<file path="config.mk">
export PLATFORM = sky130hd
export DESIGN_NAME = uio_axi_pkt_conv
export DESIGN_NICKNAME = d
export VERILOG_FILES = /design/src/rtl/uio_axi_pkg.sv /design/src/rtl/uio_sync_fifo.sv /design/src/rtl/uio_axi_pkt_conv.sv
export SDC_FILE = /design/constraint.sdc
export NUM_CORES = 2
export LEC_CHECK = 0
export BUFFER_PORTS_ARGS = -buffer_cell sky130_fd_sc_hd__clkbuf_2
export CAP_MARGIN = 20
export CORE_UTILIZATION = 65
export CTS_BUF_LIST = sky130_fd_sc_hd__clkbuf_4
export DETAILED_ROUTE_END_ITERATION = 16
export PLACE_DENSITY_LB_ADDON = 0.05
export SKIP_CTS_REPAIR_TIMING = 1
export SLEW_MARGIN = 0
export SYNTH_ARGS = -nofsm -noshare
export SYNTH_HDL_FRONTEND = slang
export SYNTH_HIERARCHICAL = 1
export SYNTH_SLANG_ARGS = --single-unit
</file>
<file path="constraint.sdc">
create_clock -name clk -period 14.85 [get_ports clk]
set_input_delay 2.97 -clock clk [delete_from_list [all_inputs] [get_ports clk]]
set_output_delay 2.97 -clock clk [all_outputs]
set_load 0.05 [all_outputs]
</file>
<file path="src/rtl/uio_axi_pkg.sv">
// Shared defaults and sizing helpers for the UIO <-> AXI-stream packet converter.
package uio_axi_pkg;

    localparam int UIO_W_DEF        = 128;
    localparam int AXI_W_DEF        = 64;
    localparam int PKT_BEATS_DEF    = 8;
    localparam int AFULL_MARGIN_DEF = 4;
    localparam int FIFO_DEPTH_DEF   = 16;

    // Number of AXI beats carried by one UIO word.
    function automatic int ratio(input int uio_w, input int axi_w);
        return uio_w / axi_w;
    endfunction

    // Width of a counter that spans 0..n-1 (at least one bit).
    function automatic int cnt_width(input int n);
        return (n <= 2) ? 1 : $clog2(n);
    endfunction

endpackage

</file>
<file path="src/rtl/uio_sync_fifo.sv">
// First-word-fall-through synchronous FIFO with synchronous flush and free-entry count.
module uio_sync_fifo #(
    parameter int W     = 128,
    parameter int DEPTH = 16,
    localparam int AW   = $clog2(DEPTH)
) (
    input  logic          clk_i,
    input  logic          rst_ni,
    input  logic          flush_i,
    input  logic          push_i,
    input  logic [W-1:0]  data_i,
    input  logic          pop_i,
    output logic [W-1:0]  data_o,
    output logic          empty_o,
    output logic [AW:0]   free_o
);

    logic [W-1:0] mem_q [DEPTH];
    logic [AW:0]  wr_q, rd_q, wr_d, rd_d;
    logic [AW:0]  count;
    logic         push_ok, pop_ok;

    assign count   = wr_q - rd_q;
    assign empty_o = (count == '0);
    assign free_o  = (AW+1)'(DEPTH) - count;
    assign data_o  = mem_q[rd_q[AW-1:0]];

    // A push into a full FIFO only lands when the head leaves in the same cycle.
    assign pop_ok  = pop_i && !empty_o && !flush_i;
    assign push_ok = push_i && !flush_i && ((count != (AW+1)'(DEPTH)) || pop_ok);

    always_comb begin
        wr_d = wr_q;
        rd_d = rd_q;
        if (push_ok) wr_d = wr_q + 1'b1;
        if (pop_ok)  rd_d = rd_q + 1'b1;
        if (flush_i) begin
            wr_d = '0;
            rd_d = '0;
        end
    end

    always_ff @(posedge clk_i or negedge rst_ni) begin
        if (!rst_ni) begin
            wr_q <= '0;
            rd_q <= '0;
        end else begin
            wr_q <= wr_d;
            rd_q <= rd_d;
        end
    end

    always_ff @(posedge clk_i) begin
        if (push_ok) mem_q[wr_q[AW-1:0]] <= data_i;
    end

endmodule

</file>
<file path="src/rtl/uio_axi_pkt_conv.sv">
// UIO <-> AXI-stream packet converter: request words are split into packetized tx beats,
// rx beats are reassembled into response words with framing checks.
module uio_axi_pkt_conv
    import uio_axi_pkg::*;
#(
    parameter int UIO_W        = UIO_W_DEF,
    parameter int AXI_W        = AXI_W_DEF,
    parameter int PKT_BEATS    = PKT_BEATS_DEF,
    parameter int RQ_DEPTH     = FIFO_DEPTH_DEF,
    parameter int RS_DEPTH     = FIFO_DEPTH_DEF,
    parameter int AFULL_MARGIN = AFULL_MARGIN_DEF
) (
    input  logic               clk,
    input  logic               reset_n,
    input  logic               i_stat_chan_up,
    input  logic               uio_rq_vld,
    input  logic [UIO_W-1:0]   uio_rq_data,
    output logic               uio_rq_afull,
    output logic [AXI_W-1:0]   o_s_axi_tx_tdata,
    output logic [AXI_W/8-1:0] o_s_axi_tx_tkeep,
    output logic               o_s_axi_tx_tlast,
    output logic               o_s_axi_tx_tvalid,
    input  logic               i_s_axi_tx_tready,
    input  logic [AXI_W-1:0]   i_m_axi_rx_tdata,
    input  logic [AXI_W/8-1:0] i_m_axi_rx_tkeep,
    input  logic               i_m_axi_rx_tlast,
    input  logic               i_m_axi_rx_tvalid,
    output logic               o_m_axi_rx_tready,
    output logic               uio_rs_vld,
    output logic [UIO_W-1:0]   uio_rs_data,
    input  logic               uio_rs_rdy,
    output logic               o_rx_err
);

    localparam int R     = ratio(UIO_W, AXI_W);
    localparam int SW    = cnt_width(R);
    localparam int BW    = cnt_width(PKT_BEATS);
    localparam int RQ_AW = $clog2(RQ_DEPTH);
    localparam int RS_AW = $clog2(RS_DEPTH);
    localparam logic [AXI_W/8-1:0] KEEP_ALL = '1;

    logic [UIO_W-1:0] rq_word, asm_word;
    logic             rq_empty, rq_pop, rs_empty, rs_push;
    logic [RQ_AW:0]   rq_free;
    logic [RS_AW:0]   rs_free;
    logic             tx_fire, rx_fire, rx_last_slot, rx_bad;
    logic [AXI_W-1:0] rq_slices [R];

    logic [SW-1:0]    tx_slice_q, tx_slice_d, rx_slice_q, rx_slice_d;
    logic [BW-1:0]    tx_beat_q, tx_beat_d, rx_beat_q, rx_beat_d;
    logic [UIO_W-1:0] rx_word_q, rx_word_d;
    logic             rx_err_q, rx_err_d;

    uio_sync_fifo #(.W(UIO_W), .DEPTH(RQ_DEPTH)) u_rq_fifo (
        .clk_i(clk), .rst_ni(reset_n), .flush_i(!i_stat_chan_up),
        .push_i(uio_rq_vld), .data_i(uio_rq_data), .pop_i(rq_pop),
        .data_o(rq_word), .empty_o(rq_empty), .free_o(rq_free)
    );

    uio_sync_fifo #(.W(UIO_W), .DEPTH(RS_DEPTH)) u_rs_fifo (
        .clk_i(clk), .rst_ni(reset_n), .flush_i(!i_stat_chan_up),
        .push_i(rs_push), .data_i(asm_word), .pop_i(uio_rs_rdy),
        .data_o(uio_rs_data), .empty_o(rs_empty), .free_o(rs_free)
    );

    for (genvar g = 0; g < R; g++) begin : g_slice
        assign rq_slices[g] = rq_word[g*AXI_W +: AXI_W];
    end

    // Flow-control flags are forced to their safe values while reset is held.
    assign uio_rq_afull      = !reset_n || !i_stat_chan_up || (rq_free <= (RQ_AW+1)'(AFULL_MARGIN));
    assign o_m_axi_rx_tready = reset_n && i_stat_chan_up && (rs_free > (RS_AW+1)'(AFULL_MARGIN));
    assign uio_rs_vld        = !rs_empty;
    assign o_rx_err          = rx_err_q;

    assign o_s_axi_tx_tvalid = !rq_empty;
    assign o_s_axi_tx_tdata  = o_s_axi_tx_tvalid ? rq_slices[tx_slice_q] : '0;
    assign o_s_axi_tx_tkeep  = o_s_axi_tx_tvalid ? KEEP_ALL : '0;
    assign o_s_axi_tx_tlast  = o_s_axi_tx_tvalid && (tx_beat_q == BW'(PKT_BEATS-1));

    assign tx_fire      = o_s_axi_tx_tvalid && i_s_axi_tx_tready;
    assign rq_pop       = tx_fire && (tx_slice_q == SW'(R-1));
    assign rx_fire      = i_m_axi_rx_tvalid && o_m_axi_rx_tready;
    assign rx_last_slot = (rx_slice_q == SW'(R-1));
    assign rx_bad       = (i_m_axi_rx_tlast != (rx_beat_q == BW'(PKT_BEATS-1)))
                       || (i_m_axi_rx_tkeep != KEEP_ALL);
    assign rs_push      = rx_fire && rx_last_slot;

    always_comb begin
        asm_word = rx_word_q;
        for (int k = 0; k < R; k++) begin
            if (rx_slice_q == SW'(k)) asm_word[k*AXI_W +: AXI_W] = i_m_axi_rx_tdata;
        end
    end

    always_comb begin
        tx_slice_d = tx_slice_q;
        tx_beat_d  = tx_beat_q;
        rx_slice_d = rx_slice_q;
        rx_beat_d  = rx_beat_q;
        rx_word_d  = rx_word_q;
        rx_err_d   = 1'b0;
        if (tx_fire) begin
            tx_slice_d = rq_pop ? '0 : tx_slice_q + 1'b1;
            tx_beat_d  = (tx_beat_q == BW'(PKT_BEATS-1)) ? '0 : tx_beat_q + 1'b1;
        end
        if (rx_fire) begin
            rx_slice_d = rx_last_slot ? '0 : rx_slice_q + 1'b1;
            rx_beat_d  = (rx_beat_q == BW'(PKT_BEATS-1)) ? '0 : rx_beat_q + 1'b1;
            rx_word_d  = rx_last_slot ? '0 : asm_word;
            // A bad beat is still consumed (and may complete a word); assembly restarts after it.
            if (rx_bad) begin
                rx_slice_d = '0;
                rx_beat_d  = '0;
                rx_word_d  = '0;
                rx_err_d   = 1'b1;
            end
        end
        if (!i_stat_chan_up) begin
            tx_slice_d = '0;
            tx_beat_d  = '0;
            rx_slice_d = '0;
            rx_beat_d  = '0;
            rx_word_d  = '0;
        end
    end

    always_ff @(posedge clk or negedge reset_n) begin
        if (!reset_n) begin
            tx_slice_q <= '0;
            tx_beat_q  <= '0;
            rx_slice_q <= '0;
            rx_beat_q  <= '0;
            rx_word_q  <= '0;
            rx_err_q   <= 1'b0;
        end else begin
            tx_slice_q <= tx_slice_d;
            tx_beat_q  <= tx_beat_d;
            rx_slice_q <= rx_slice_d;
            rx_beat_q  <= rx_beat_d;
            rx_word_q  <= rx_word_d;
            rx_err_q   <= rx_err_d;
        end
    end

endmodule

</file>
==> run metrics <==
iteration-0 DRC count of the detailed router=slightly below 9000; minimum clock period=about 9.9 ns; hold endpoint=rx_word_q[60]; Top Ports=414; Worst R2R Setup Slack=6.87 ns; sequential fraction of the synthesis area=76.94%; Mapped Nets=between 7000 and 8000; fin area=about 180000 sq um; Clk pin slew, worst setup/hold paths=roughly 0.060 ns; DP HPWL=210.8 mm; grt ovf=0; leakage power=a little over 0.06 uW; asr flop ratio synth=roughly 3.7%; initial antenna violation count=69; Synth top area share=74.56%; Worst Setup End Kind=output port; CTS root buf=clkbuf_4; Initial DRT Pass Iterations=5; Routability Congestion=~0.81; Synth Register Bits=around 4300; Max Freq=just over 100 MHz; Residual DRC=0; H-tree level count=7; CTS tree=yes; Vert. Die Dim=between 500 and 600 um; Startpoint Class=flip-flop; GRT Total Usage=approximately 32%; max_slew headroom=17.73%; via/cell ratio=6.596; min-delay worst type=reg -> reg; largest net degree at the start of global routing=160; Hold Crit Start=rx_word_q[60]; largest cells by area after synthesis=edfxtp_1, mux4_2, mux2i_1, dfrtp_1, mux2_2; final wirelength=406.2 mm; Max-Cap Viols=0; crit share post-route=about two thirds; vias in the first global route=between 80000 and 90000; # rows=184; routed vias=85137; fraction of layout cells with a size suffix above 1=around a third; placed instance area=170100 sq um; cell area after technology mapping=between 150000 and 200000 sq um; Synth Area in Adders=less than 1%; Clock Latency Late Sink=around 1.5 ns; Unique masters post-synth=50; fin nets=approximately 9000; Area Growth Syn to Fin=11.28%; Sinks on Clock Net=4253; most frequent cells in the layout=edfxtp_1, clkbuf_4, mux2i_1; Longest Clk Path Bufs=4; first-pass GRT wire length=between 500 and 600 mm; Post-Synth XOR/XNOR Area=less than 1%; register area=roughly 130000 sq um; final setup TNS=0 ns; area of the multi-input gates=35420 sq um; ys flop type=edfxtp_1; Worst Tran Pin Value=between 1 and 1.5 ns; Final Max Tran Viols=0; Peak supply drop=0.1835 mV; Worst Path Class, Setup=reg -> out; hold violation total from the final report=0; Routed Antenna Nets=0; largest family of logic cells by synthesized area=multiplexers; Post-Synthesis Cells=between 7000 and 8000; Post-synth EDFFs=around 4100; Die Width=approximately 500 um; FF-to-FF Start=u_rq_fifo/rd_q[1]; Worst R2R Path Depth=17; r2r endpoint=u_rq_fifo/mem_q[13][7]; setup slack after layout=4.901 ns; IO buf count=413; Worst Hold Path Cells=1; most common cell after layout, fill and taps aside=edfxtp_1; initial core utilization=about 65%; Power Density=~140 nW/um^2; die area=approximately 260000 sq um; RSZ-0062 raised after global routing=false; post-synthesis simple-gate area fraction=0.5135%; Filler Cells Inserted=15107; syn avg cell area=approximately 22 sq um; Core Box Area=251900 sq um; CP arrival=6.98 ns; WP data required=approximately 12 ns; leading area contributor after synthesis=edfxtp_1; post-detailed-route wirelength per cell=31.47 um; clock skew=approximately 0.13 ns; TritonCTS Buffers=between 1000 and 1500; outcome=complete, no violations; Synth Area in Compound Gates=3.929%; portion of netlist area occupied by mux cells=approximately 16%; final number of setup-violating endpoints=0; Yosys warnings=6; crit-path max FO=54; dpl ws=roughly 5.9 ns
-- cell usage after synthesis (2+ instances only) --
cell       number
clkbuf_1      177
xnor3_1         2
o21ai_1       265
nand3_1         7
a22oi_1       128
nand2_1        24
a221oi_1      127
buf_2         164
and2_1          6
xor2_1         10
nor2_1        114
buf_6          63
a21oi_1         7
o21ai_0       124
o21a_1          5
and4_1          3
xnor2_1        18
ha_1           28
edfxtp_1     4096
mux2i_1       839
nand4_1         5
fa_1            2
buf_4          31
a21boi_0       52
buf_8          11
buf_12          6
a211oi_1        6
mux2_2        128
mux4_2        768
a2111oi_0       2
nor3_1          8
a32o_1         64
dfrtp_1       157
inv_1          18
a21boi_1       13
buf_1          29
o211a_1         2
a32oi_1       128
nor2b_1        11
o32ai_1         2
or3_1           2
nand2b_1        8
-- cell type report --
class	instances	share of cell area, %
diodes	21	0.02863
clock buffers	1514	6.191
clock inverters	253	1.039
inverters	19	0.04839
multi-input cells	2915	19.30
flip-flops and latches	4253	69.16
well taps	3348	2.282
repair buffers	584	1.957
-- metal layers --
layer | vias to the layer above | global-route usage (%) | share of wire [%]
li1 | 35344 | - | -
met1 | 44463 | 42.63 | 37
met2 | 4493 | 51.63 | 49
met3 | 759 | 8.013 | 10
met4 | 78 | 12.63 | 3.4
met5 | - | 0 | 0.12
-- logic make-up after synthesis --
group	after synthesis
and+or+nand+nor	191
muxes	1735
xor gates and xnor gates	30
adders and majority gates	30
AOI/OAI and AO/OA	929
DFF	4253
buffers and inverters	500
-- registers in the layout, summed over array words and instances (netlist names), 3 cells and up --
register / flops
u_rq_fifo/wr_q: 5
u_rq_fifo/rd_q: 5
u_rs_fifo/rd_q: 5
tx_beat_q: 3
u_rs_fifo/wr_q: 5
u_rq_fifo/mem_q: 2048
u_rs_fifo/mem_q: 2048
rx_beat_q: 3
rx_word_q: 128
-- report_power, final --
part / internal (uW) / switching [uW]
Combinational: 1120 / 2290
Sequential: 13200 / 84.2
Clock: 5040 / 4620
Total: 19300 / 7000
-- worst max path at each step --
stage,from,to,slack (ns),cells past startpoint
after floorplan,i_stat_chan_up,u_rs_fifo/mem_q[0][0],1.08,10
after global placement,u_rq_fifo/rd_q[0],o_s_axi_tx_tdata[40],6.02,9
after detailed placement,u_rq_fifo/rd_q[0],o_s_axi_tx_tdata[40],5.94,9
after CTS,u_rq_fifo/rd_q[0],o_s_axi_tx_tdata[40],4.37,9
after global routing,u_rq_fifo/rd_q[0],o_s_axi_tx_tdata[40],4.44,10
final,u_rq_fifo/rd_q[0],o_s_axi_tx_tdata[40],4.90,10
-- stage by stage --
stage	total power [uW]	util, %	instances	hold WS [ns]
after floorplan	16020	-	7668	0.4603
after global placement	16880	67.53	11113	0.4672
after detailed placement	16910	67.54	11114	0.4753
after CTS	26510	72.81	12881	0.4893
after global routing	27260	72.88	12895	0.4977
final	26310	72.89	12907	0.4880
-- worst max-delay path: stages (launching register included) --
cell and delay, ns:
dfrtp_4 1.11, buf_4 0.52, buf_16 0.32, buf_4 0.76, buf_4 0.89, mux4_2 0.37, mux2i_1 0.06, o21ai_0 0.75
mux2i_1 0.24, nor2_1 0.17, clkbuf_2 0.30
Note: power is estimated with default switching activity, not from simulation.
